===== src/rtl/risc_cpu_pkg.sv =====
// rtl/risc_cpu_pkg.sv - opcode and FSM state encodings shared by the CPU core
package risc_cpu_pkg;

    localparam logic [2:0] OP_HLT = 3'd0;
    localparam logic [2:0] OP_SKZ = 3'd1;
    localparam logic [2:0] OP_ADD = 3'd2;
    localparam logic [2:0] OP_AND = 3'd3;
    localparam logic [2:0] OP_XOR = 3'd4;
    localparam logic [2:0] OP_LDA = 3'd5;
    localparam logic [2:0] OP_STO = 3'd6;
    localparam logic [2:0] OP_JMP = 3'd7;

    typedef enum logic [2:0] {
        ST_FETCH   = 3'd0,
        ST_DECODE  = 3'd1,
        ST_EXEC_RD = 3'd2,
        ST_EXEC_WR = 3'd3,
        ST_HALTED  = 3'd4
    } state_t;

endpackage


===== src/rtl/risc_cpu_core_p_alu.sv =====
// rtl/risc_cpu_core_p_alu.sv - combinational accumulator update for memory-operand opcodes
module risc_alu
    import risc_cpu_pkg::*;
#(
    parameter int WIDTH_REG = 8
) (
    input  logic [2:0]           opcode,
    input  logic [WIDTH_REG-1:0] acc,
    input  logic [WIDTH_REG-1:0] rdata,
    output logic [WIDTH_REG-1:0] acc_next
);

    always_comb begin
        acc_next = acc;
        case (opcode)
            OP_ADD:  acc_next = acc + rdata;
            OP_AND:  acc_next = acc & rdata;
            OP_XOR:  acc_next = acc ^ rdata;
            OP_LDA:  acc_next = rdata;
            default: acc_next = acc;
        endcase
    end

endmodule


===== src/rtl/risc_cpu_core_p.sv =====
// rtl/risc_cpu_core_p.sv - multicycle accumulator CPU with req/ack memory port, bus timeout and resume
module risc_cpu_core_p
    import risc_cpu_pkg::*;
#(
    parameter int WIDTH_REG  = 8,
    parameter int OPCODE     = 3,
    parameter int MAX_WAIT   = 15,
    localparam int ADDR_WIDTH = WIDTH_REG - OPCODE
) (
    input  logic                  clk,
    input  logic                  reset,
    input  logic                  resume,
    output logic                  mem_req,
    output logic                  mem_we,
    output logic [ADDR_WIDTH-1:0] mem_addr,
    output logic [WIDTH_REG-1:0]  mem_wdata,
    input  logic [WIDTH_REG-1:0]  mem_rdata,
    input  logic                  mem_ack,
    output logic [WIDTH_REG-1:0]  result,
    output logic [ADDR_WIDTH-1:0] pcc,
    output logic                  zero,
    output logic                  HALT,
    output logic                  bus_err,
    output logic [2:0]            state_dbg
);

    state_t                state, state_next;
    logic [ADDR_WIDTH-1:0] pc;
    logic [WIDTH_REG-1:0]  acc;
    logic [WIDTH_REG-1:0]  ir;
    logic [7:0]            wait_cnt;
    logic [2:0]            opcode;
    logic [ADDR_WIDTH-1:0] operand;
    logic [WIDTH_REG-1:0]  alu_out;
    logic                  req_state;
    logic                  timeout;

    assign opcode    = 3'(ir[WIDTH_REG-1 -: OPCODE]);
    assign operand   = ir[ADDR_WIDTH-1:0];
    assign req_state = (state == ST_FETCH) || (state == ST_EXEC_RD) || (state == ST_EXEC_WR);
    // An ack in the final allowed cycle wins over the timeout.
    assign timeout   = req_state && !mem_ack && (wait_cnt == 8'(MAX_WAIT - 1));

    risc_alu #(.WIDTH_REG(WIDTH_REG)) u_alu (
        .opcode   (opcode),
        .acc      (acc),
        .rdata    (mem_rdata),
        .acc_next (alu_out)
    );

    always_comb begin
        state_next = state;
        case (state)
            ST_FETCH: begin
                if (mem_ack)      state_next = ST_DECODE;
                else if (timeout) state_next = ST_HALTED;
            end
            ST_DECODE: begin
                case (opcode)
                    OP_HLT:         state_next = ST_HALTED;
                    OP_SKZ, OP_JMP: state_next = ST_FETCH;
                    OP_STO:         state_next = ST_EXEC_WR;
                    default:        state_next = ST_EXEC_RD;
                endcase
            end
            ST_EXEC_RD, ST_EXEC_WR: begin
                if (mem_ack)      state_next = ST_FETCH;
                else if (timeout) state_next = ST_HALTED;
            end
            ST_HALTED: begin
                if (resume) state_next = ST_FETCH;
            end
            default: state_next = ST_FETCH;
        endcase
    end

    always_ff @(posedge clk) begin
        if (!reset) begin
            state    <= ST_FETCH;
            pc       <= '0;
            acc      <= '0;
            ir       <= '0;
            wait_cnt <= '0;
            bus_err  <= 1'b0;
        end else begin
            state <= state_next;
            // Every exit from a request state goes through ack or timeout, so this also clears on entry.
            if (req_state && !mem_ack && !timeout) wait_cnt <= wait_cnt + 8'd1;
            else                                   wait_cnt <= '0;
            if (timeout)                           bus_err <= 1'b1;
            else if (state == ST_HALTED && resume) bus_err <= 1'b0;
            case (state)
                ST_FETCH: begin
                    if (mem_ack) begin
                        ir <= mem_rdata;
                        pc <= pc + ADDR_WIDTH'(1);
                    end
                end
                ST_DECODE: begin
                    if (opcode == OP_SKZ && zero) pc <= pc + ADDR_WIDTH'(1);
                    else if (opcode == OP_JMP)    pc <= operand;
                end
                ST_EXEC_RD: begin
                    if (mem_ack) acc <= alu_out;
                end
                default: ;
            endcase
        end
    end

    assign mem_req   = reset && req_state;
    assign mem_we    = (state == ST_EXEC_WR);
    assign mem_addr  = (state == ST_FETCH) ? pc : operand;
    assign mem_wdata = acc;
    assign result    = acc;
    assign pcc       = pc;
    assign zero      = (acc == '0);
    assign HALT      = (state == ST_HALTED);
    assign state_dbg = state;

endmodule


===== config.mk =====
export PLATFORM = sky130hd
export DESIGN_NAME = risc_cpu_core_p
export DESIGN_NICKNAME = d
export VERILOG_FILES = /design/src/rtl/risc_cpu_pkg.sv /design/src/rtl/risc_cpu_core_p_alu.sv /design/src/rtl/risc_cpu_core_p.sv
export SDC_FILE = /design/constraint.sdc
export NUM_CORES = 1
export LEC_CHECK = 0
export BUFFER_PORTS_ARGS = -buffer_cell sky130_fd_sc_hd__buf_2
export CAP_MARGIN = 40
export CORE_ASPECT_RATIO = 0.6
export CORE_MARGIN = 2
export CORE_UTILIZATION = 45
export DETAILED_ROUTE_END_ITERATION = 12
export GPL_ROUTABILITY_DRIVEN = 0
export GPL_TIMING_DRIVEN = 0
export PLACE_DENSITY = 0.68
export SYNTH_ARGS = -nofsm -noshare
export SYNTH_HDL_FRONTEND = slang
export SYNTH_SLANG_ARGS = --single-unit

===== constraint.sdc =====
create_clock -name clk -period 2.1 [get_ports clk]
set_input_delay 0.105 -clock clk [delete_from_list [all_inputs] [get_ports clk]]
set_output_delay 0.105 -clock clk [all_outputs]
set_load 0.01 [all_outputs]

# == Word-level counts from Yosys, hierarchy flattened ==
# Index checks and enable logic that the tools add are counted.
# W data, S select, Z words.
# word_totals
regBits,33
latch_bits,0
mem_bits_rw,0
romBits,0
n_memories,0
# op_classes
n_addsub,3
mul,0
div_mod_pow,0
n_lt_le_gt_ge,0
eq_ne,15
shifts,0
n_mux,14
bitwise,2
n_reduce_logical,22
# ops
cell,count
$pmux W8 S4,1
$mux W5,4
$eq A3 B3 Y1 const B,5
$eq A3 B2 Y1 const B,4
$mux W3,4
$pmux W3 S4,1
$pmux W5 S2,1
$pmux W3 S3,1
$add A8 B1 Y8 const B,1
$add A8 B8 Y8,1
$and A8 B8 Y8,1
$eq A8 B4 Y1 const B,1
$logic_not A8 Y1,1
$xor A8 B8 Y8,1
$eq A3 B1 Y1 const B,2
$logic_and A1 B1 Y1,6
$logic_not A3 Y1,2
$reduce_and A3 Y1,2
$add A5 B1 Y5 const B,1
$ne A2 B2 Y1 const B,2
$reduce_and A2 Y1,2
$reduce_bool A2 Y1,2
$reduce_bool A4 Y1,1
$reduce_or A2 Y1,2
4 further kinds,7

# == Longest topological paths before layout ==
# depth
ltp_word,8
depth_mapped,7
mapped_depth_nobuf,7

# == Modules after synthesis ==
# Synthesis repeated with hierarchy kept, for this count alone.
# hier_totals
cells_unflattened,296
hier_area_um2,2378.5
# by_module_without_submodules
module,n_inst,cells_per_inst,area_each_um2,seq_area_each_um2
risc_cpu_core_p,1,189,1695.4,660.6
risc_alu,1,107,683.2,0.0

# == Worst setup path before layout ==
# Ideal clock, no wire load.
# synth_path
path_type,register -> register
startpoint,register acc[0] (netlist: mem_wdata[0])
endpoint,register acc[4] (netlist: mem_wdata[4])
setup_ns,0.124
arrival_ns,1.779
required_ns,1.976
setup_slack_ns,0.197
stages_incl_launch_ff,8
path_buffers,0
period_less_slack_ns,1.903
path_cell_list,dfxtp_1 ha_1 fa_1 a21o_1 a21oi_1 xnor2_1 a221oi_1 a21oi_1
# synth_between
elab_chain_cells,2
# synth_rtl
element,line_no,text
start: declaration,risc_cpu_core_p.sv:29,logic [WIDTH_REG-1:0] acc;
start signal: assignment,risc_cpu_core_p.sv:104,if (mem_ack) acc <= alu_out;
$add A8 B8 Y8,risc_cpu_core_p_alu.sv:16,OP_ADD: acc_next = acc + rdata;
$pmux W8 S4,risc_cpu_core_p_alu.sv:15,case (opcode)
# No other way between the ends.
# A chain may end at the register's enable or synchronous reset.

# == Final worst setup path ==
# layout_path
startpoint,register acc[1] (netlist: mem_wdata[1])
endpoint,register acc[3] (netlist: mem_wdata[3])
# The elaborated chain is that of the path after synthesis.

==> impl_metrics.json <==
{
  "outcome": "finished clean",
  "tns_ps": 0,
  "drive_above_1_share_pct": 29.7,
  "regToRegEndpoint": "mem_wdata[3]$_SDFFE_PN0P_",
  "core_um2": 4660,
  "first_iter_violations": 78,
  "vdd_ir_drop_max_mv": 0.238,
  "synth_cell_types": 58,
  "cp_slowest_cell": "dfxtp_1",
  "drc": 0,
  "crit_required_ps": 2320,
  "synth_top_cell_area_share_pct": 29.8,
  "ys_seq_area_share_pct": 29.8,
  "rows": 19,
  "slowest_delay_ps": 480,
  "clock_latency_ps": 290,
  "cts_tree": "done",
  "rsz0062_at_grt": "no",
  "die_area_um2": 5520,
  "setup_viol": 0,
  "antenna_cells": 0,
  "path_class": "reg -> reg",
  "grt_use_total_pct": 21.0,
  "numCtsBuffers": 5,
  "cts_buffer_depth": 2,
  "gr-total-overflow": 0,
  "timing.slew.headroom_pct": 66.8,
  "cts-root-buf": "clkbuf_8",
  "r2r-start": "mem_wdata[1]$_SDFFE_PN0P_",
  "finalPower_w": 0.00146,
  "syn-cell-area_um2": 2210,
  "syn_nets": 288,
  "cellLeakagePower_nw": 1.15,
  "port_buffers": 44,
  "vias_per_cell": 5.54,
  "wl_per_cell_um": 14.6,
  "num_vias": 2099,
  "path_clk_slew_ps": 80,
  "powerDensity_nw_per_um2": 558,
  "arrival_ps": 2140,
  "antenna_found_initial": 0,
  "first_pass_iters": 4,
  "synth_top_area_cell": "dfxtp_1",
  "finalHoldViolations": 0,
  "crit_path_end_kind": "flip-flop",
  "reg2reg_depth": 6,
  "synth-seq-cells": 33,
  "dieHeight_um": 58.3,
  "maxCapViolCount": 0,
  "synth_most_common_cell": "dfxtp_1",
  "grt_max_degree": 12,
  "cp_cell_sequence": "ha_1 > a211oi_1 > nor2_1 > o311ai_0 > o21ai_0 > nor2_1",
  "hold_start": "mem_rdata[6]",
  "worstHoldPathCells": 3,
  "grt_pass1_vias": 1854,
  "synthArstFlopShare_pct": 0,
  "cts_sinks": 33,
  "grt_pass1_wl_mm": 8.91,
  "synth_edf_count": 0,
  "antenna_left": 0,
  "num-nets-final": 339,
  "synthTopCellsByCount": "dfxtp_1, nand2_1, nor2_1, a21oi_1, ha_1",
  "tightestPinTransition_ps": 496,
  "htreeDepth": 2,
  "reg2reg_slack_ps": 180,
  "start_util_pct": 47.5,
  "period_share_pct": 91.5,
  "drv_slew": 0,
  "period_minus_slack_ps": 1920,
  "min_to": "ir[6]$_SDFFE_PN0P_",
  "fmax_mhz": 520,
  "fin_skew_ps": 8.44,
  "ys.flop_type": "dfxtp_1",
  "synth_cells": 264,
  "cpMostUsedCell": "nor2_1",
  "cts_hold_buf": 0,
  "wl_mm": 5.53,
  "ios": 46,
  "cp_max_fo": 6,
  "startpoint_type": "flip-flop",
  "hold_class": "in -> reg",
  "dp_hpwl_mm": 4.24,
  "yosysWarnings": 0,
  "syn_to_final_growth_pct": 18.1,
  "syn_avg_cell_area_um2": 8.39,
  "die_x_um": 94.6,
  "synth_area_leaders": "dfxtp_1, ha_1, nand2_1"
}
flip-flops by register name, summed over array words and instances, names as in the netlist:
register and count:
ir 8, mem_wdata 8, wait_cnt 8, pcc 5
state_dbg 3, bus_err 1
final cells by class:
type	count	area, um2
Multi-Input combinational cell	205	1420
Timing Repair Buffer	44	220
Clock inverter	3	17.5
Tap cell	63	78.8
Buffer	20	131
Fill cell	459	2040
Inverter	6	22.5
Sequential cell	33	661
Clock buffer	5	68.8
worst max path at each step:
| stage | start | endpoint | slack [ps] | cells past startpoint |
|---|---|---|---|---|
| after global placement | mem_wdata[0]$_SDFFE_PN0P_ | mem_wdata[4]$_SDFFE_PN0P_ | 90 | 7 |
| final | mem_wdata[1]$_SDFFE_PN0P_ | mem_wdata[3]$_SDFFE_PN0P_ | 180 | 6 |
| after CTS | mem_wdata[0]$_SDFFE_PN0P_ | mem_wdata[4]$_SDFFE_PN0P_ | 70 | 7 |
| after floorplan | mem_wdata[0]$_SDFFE_PN0P_ | mem_wdata[4]$_SDFFE_PN0P_ | 200 | 7 |
| after global routing | mem_wdata[1]$_SDFFE_PN0P_ | mem_wdata[3]$_SDFFE_PN0P_ | 30 | 6 |
| after detailed placement | mem_wdata[0]$_SDFFE_PN0P_ | mem_wdata[4]$_SDFFE_PN0P_ | 90 | 7 |
power by group:
part | switching (W) | internal [W]
clock | 0.000257 | 0.000229
combinational | 0.000178 | 0.000123
sequential | 0.0000230 | 0.000651
critical path, delay by kind of cell (launching register included):
kind,cells,cell delay (ps)
AOI/OAI and AO/OA,3,830
DFF,1,480
adders and majority gates,1,310
and+or+nand+nor,2,220
what timing repair did:
item,4_1_cts,5_1_grt
endpoints found under the setup margin,4,2
buffers inserted,0,0
resized for setup,1,3
cloned,0,0
metal layers:
layer  part of all wire, %  wire, um  global-route usage [%]
met4                  0.69        38                    5.59
met5                     0         0                       0
met3                   6.9       383                    5.51
met1                    52      2890                    31.5
met2                    40      2210                    30.1
layout by cell type, fill, tap and decap left out, types with 2 or more instances in the layout:
cell / count
buf_4: 9
mux2_2: 8
nor2b_1: 3
buf_2: 50
ha_1: 10
clkbuf_1: 3
clkinv_2: 2
nand3_1: 8
nor2_1: 26
o21ai_4: 2
dfxtp_1: 33
clkbuf_8: 5
o21ai_0: 10
mux2i_1: 7
inv_1: 5
buf_6: 2
nor4_2: 2
o22ai_1: 3
nor4_1: 3
xnor2_1: 3
nor3_1: 3
nand2_1: 30
a211oi_1: 5
or3_1: 3
a22oi_1: 2
nand2b_1: 3
o221ai_1: 3
nand4_1: 5
a21oi_1: 21
a31oi_1: 4
xor2_1: 6
o21bai_1: 2
nand3b_1: 2
nand2_2: 2
a21o_1: 2
logic make-up after synthesis:
logic type	after synthesis	synth area share (%)
adder cells (fa/ha/maj)	12	7.12
XOR/XNOR	9	3.56
AND/OR/NAND/NOR	102	24.7
multiplexers	15	7.23
flip-flops	33	29.8
buffers and inverters	26	6.95
AO/OA/AOI/OAI	67	20.6
metrics by stage:
stage / instances / area [um2] / util [%] / setup slack (ps) / hold WS, ps
floorplan: 264 / 2210 / - / 197 / 241
global placement: 371 / 2510 / 53.9 / 89.6 / 385
CTS: 379 / 2610 / 55.9 / 67.8 / 70.7
global route: 379 / 2620 / 56.1 / 26.8 / 80.2
detailed placement: 371 / 2510 / 53.9 / 87.2 / 386
finish: 379 / 2620 / 56.1 / 178 / 77.8
No activity file was read; power rests on OpenSTA's default activity.
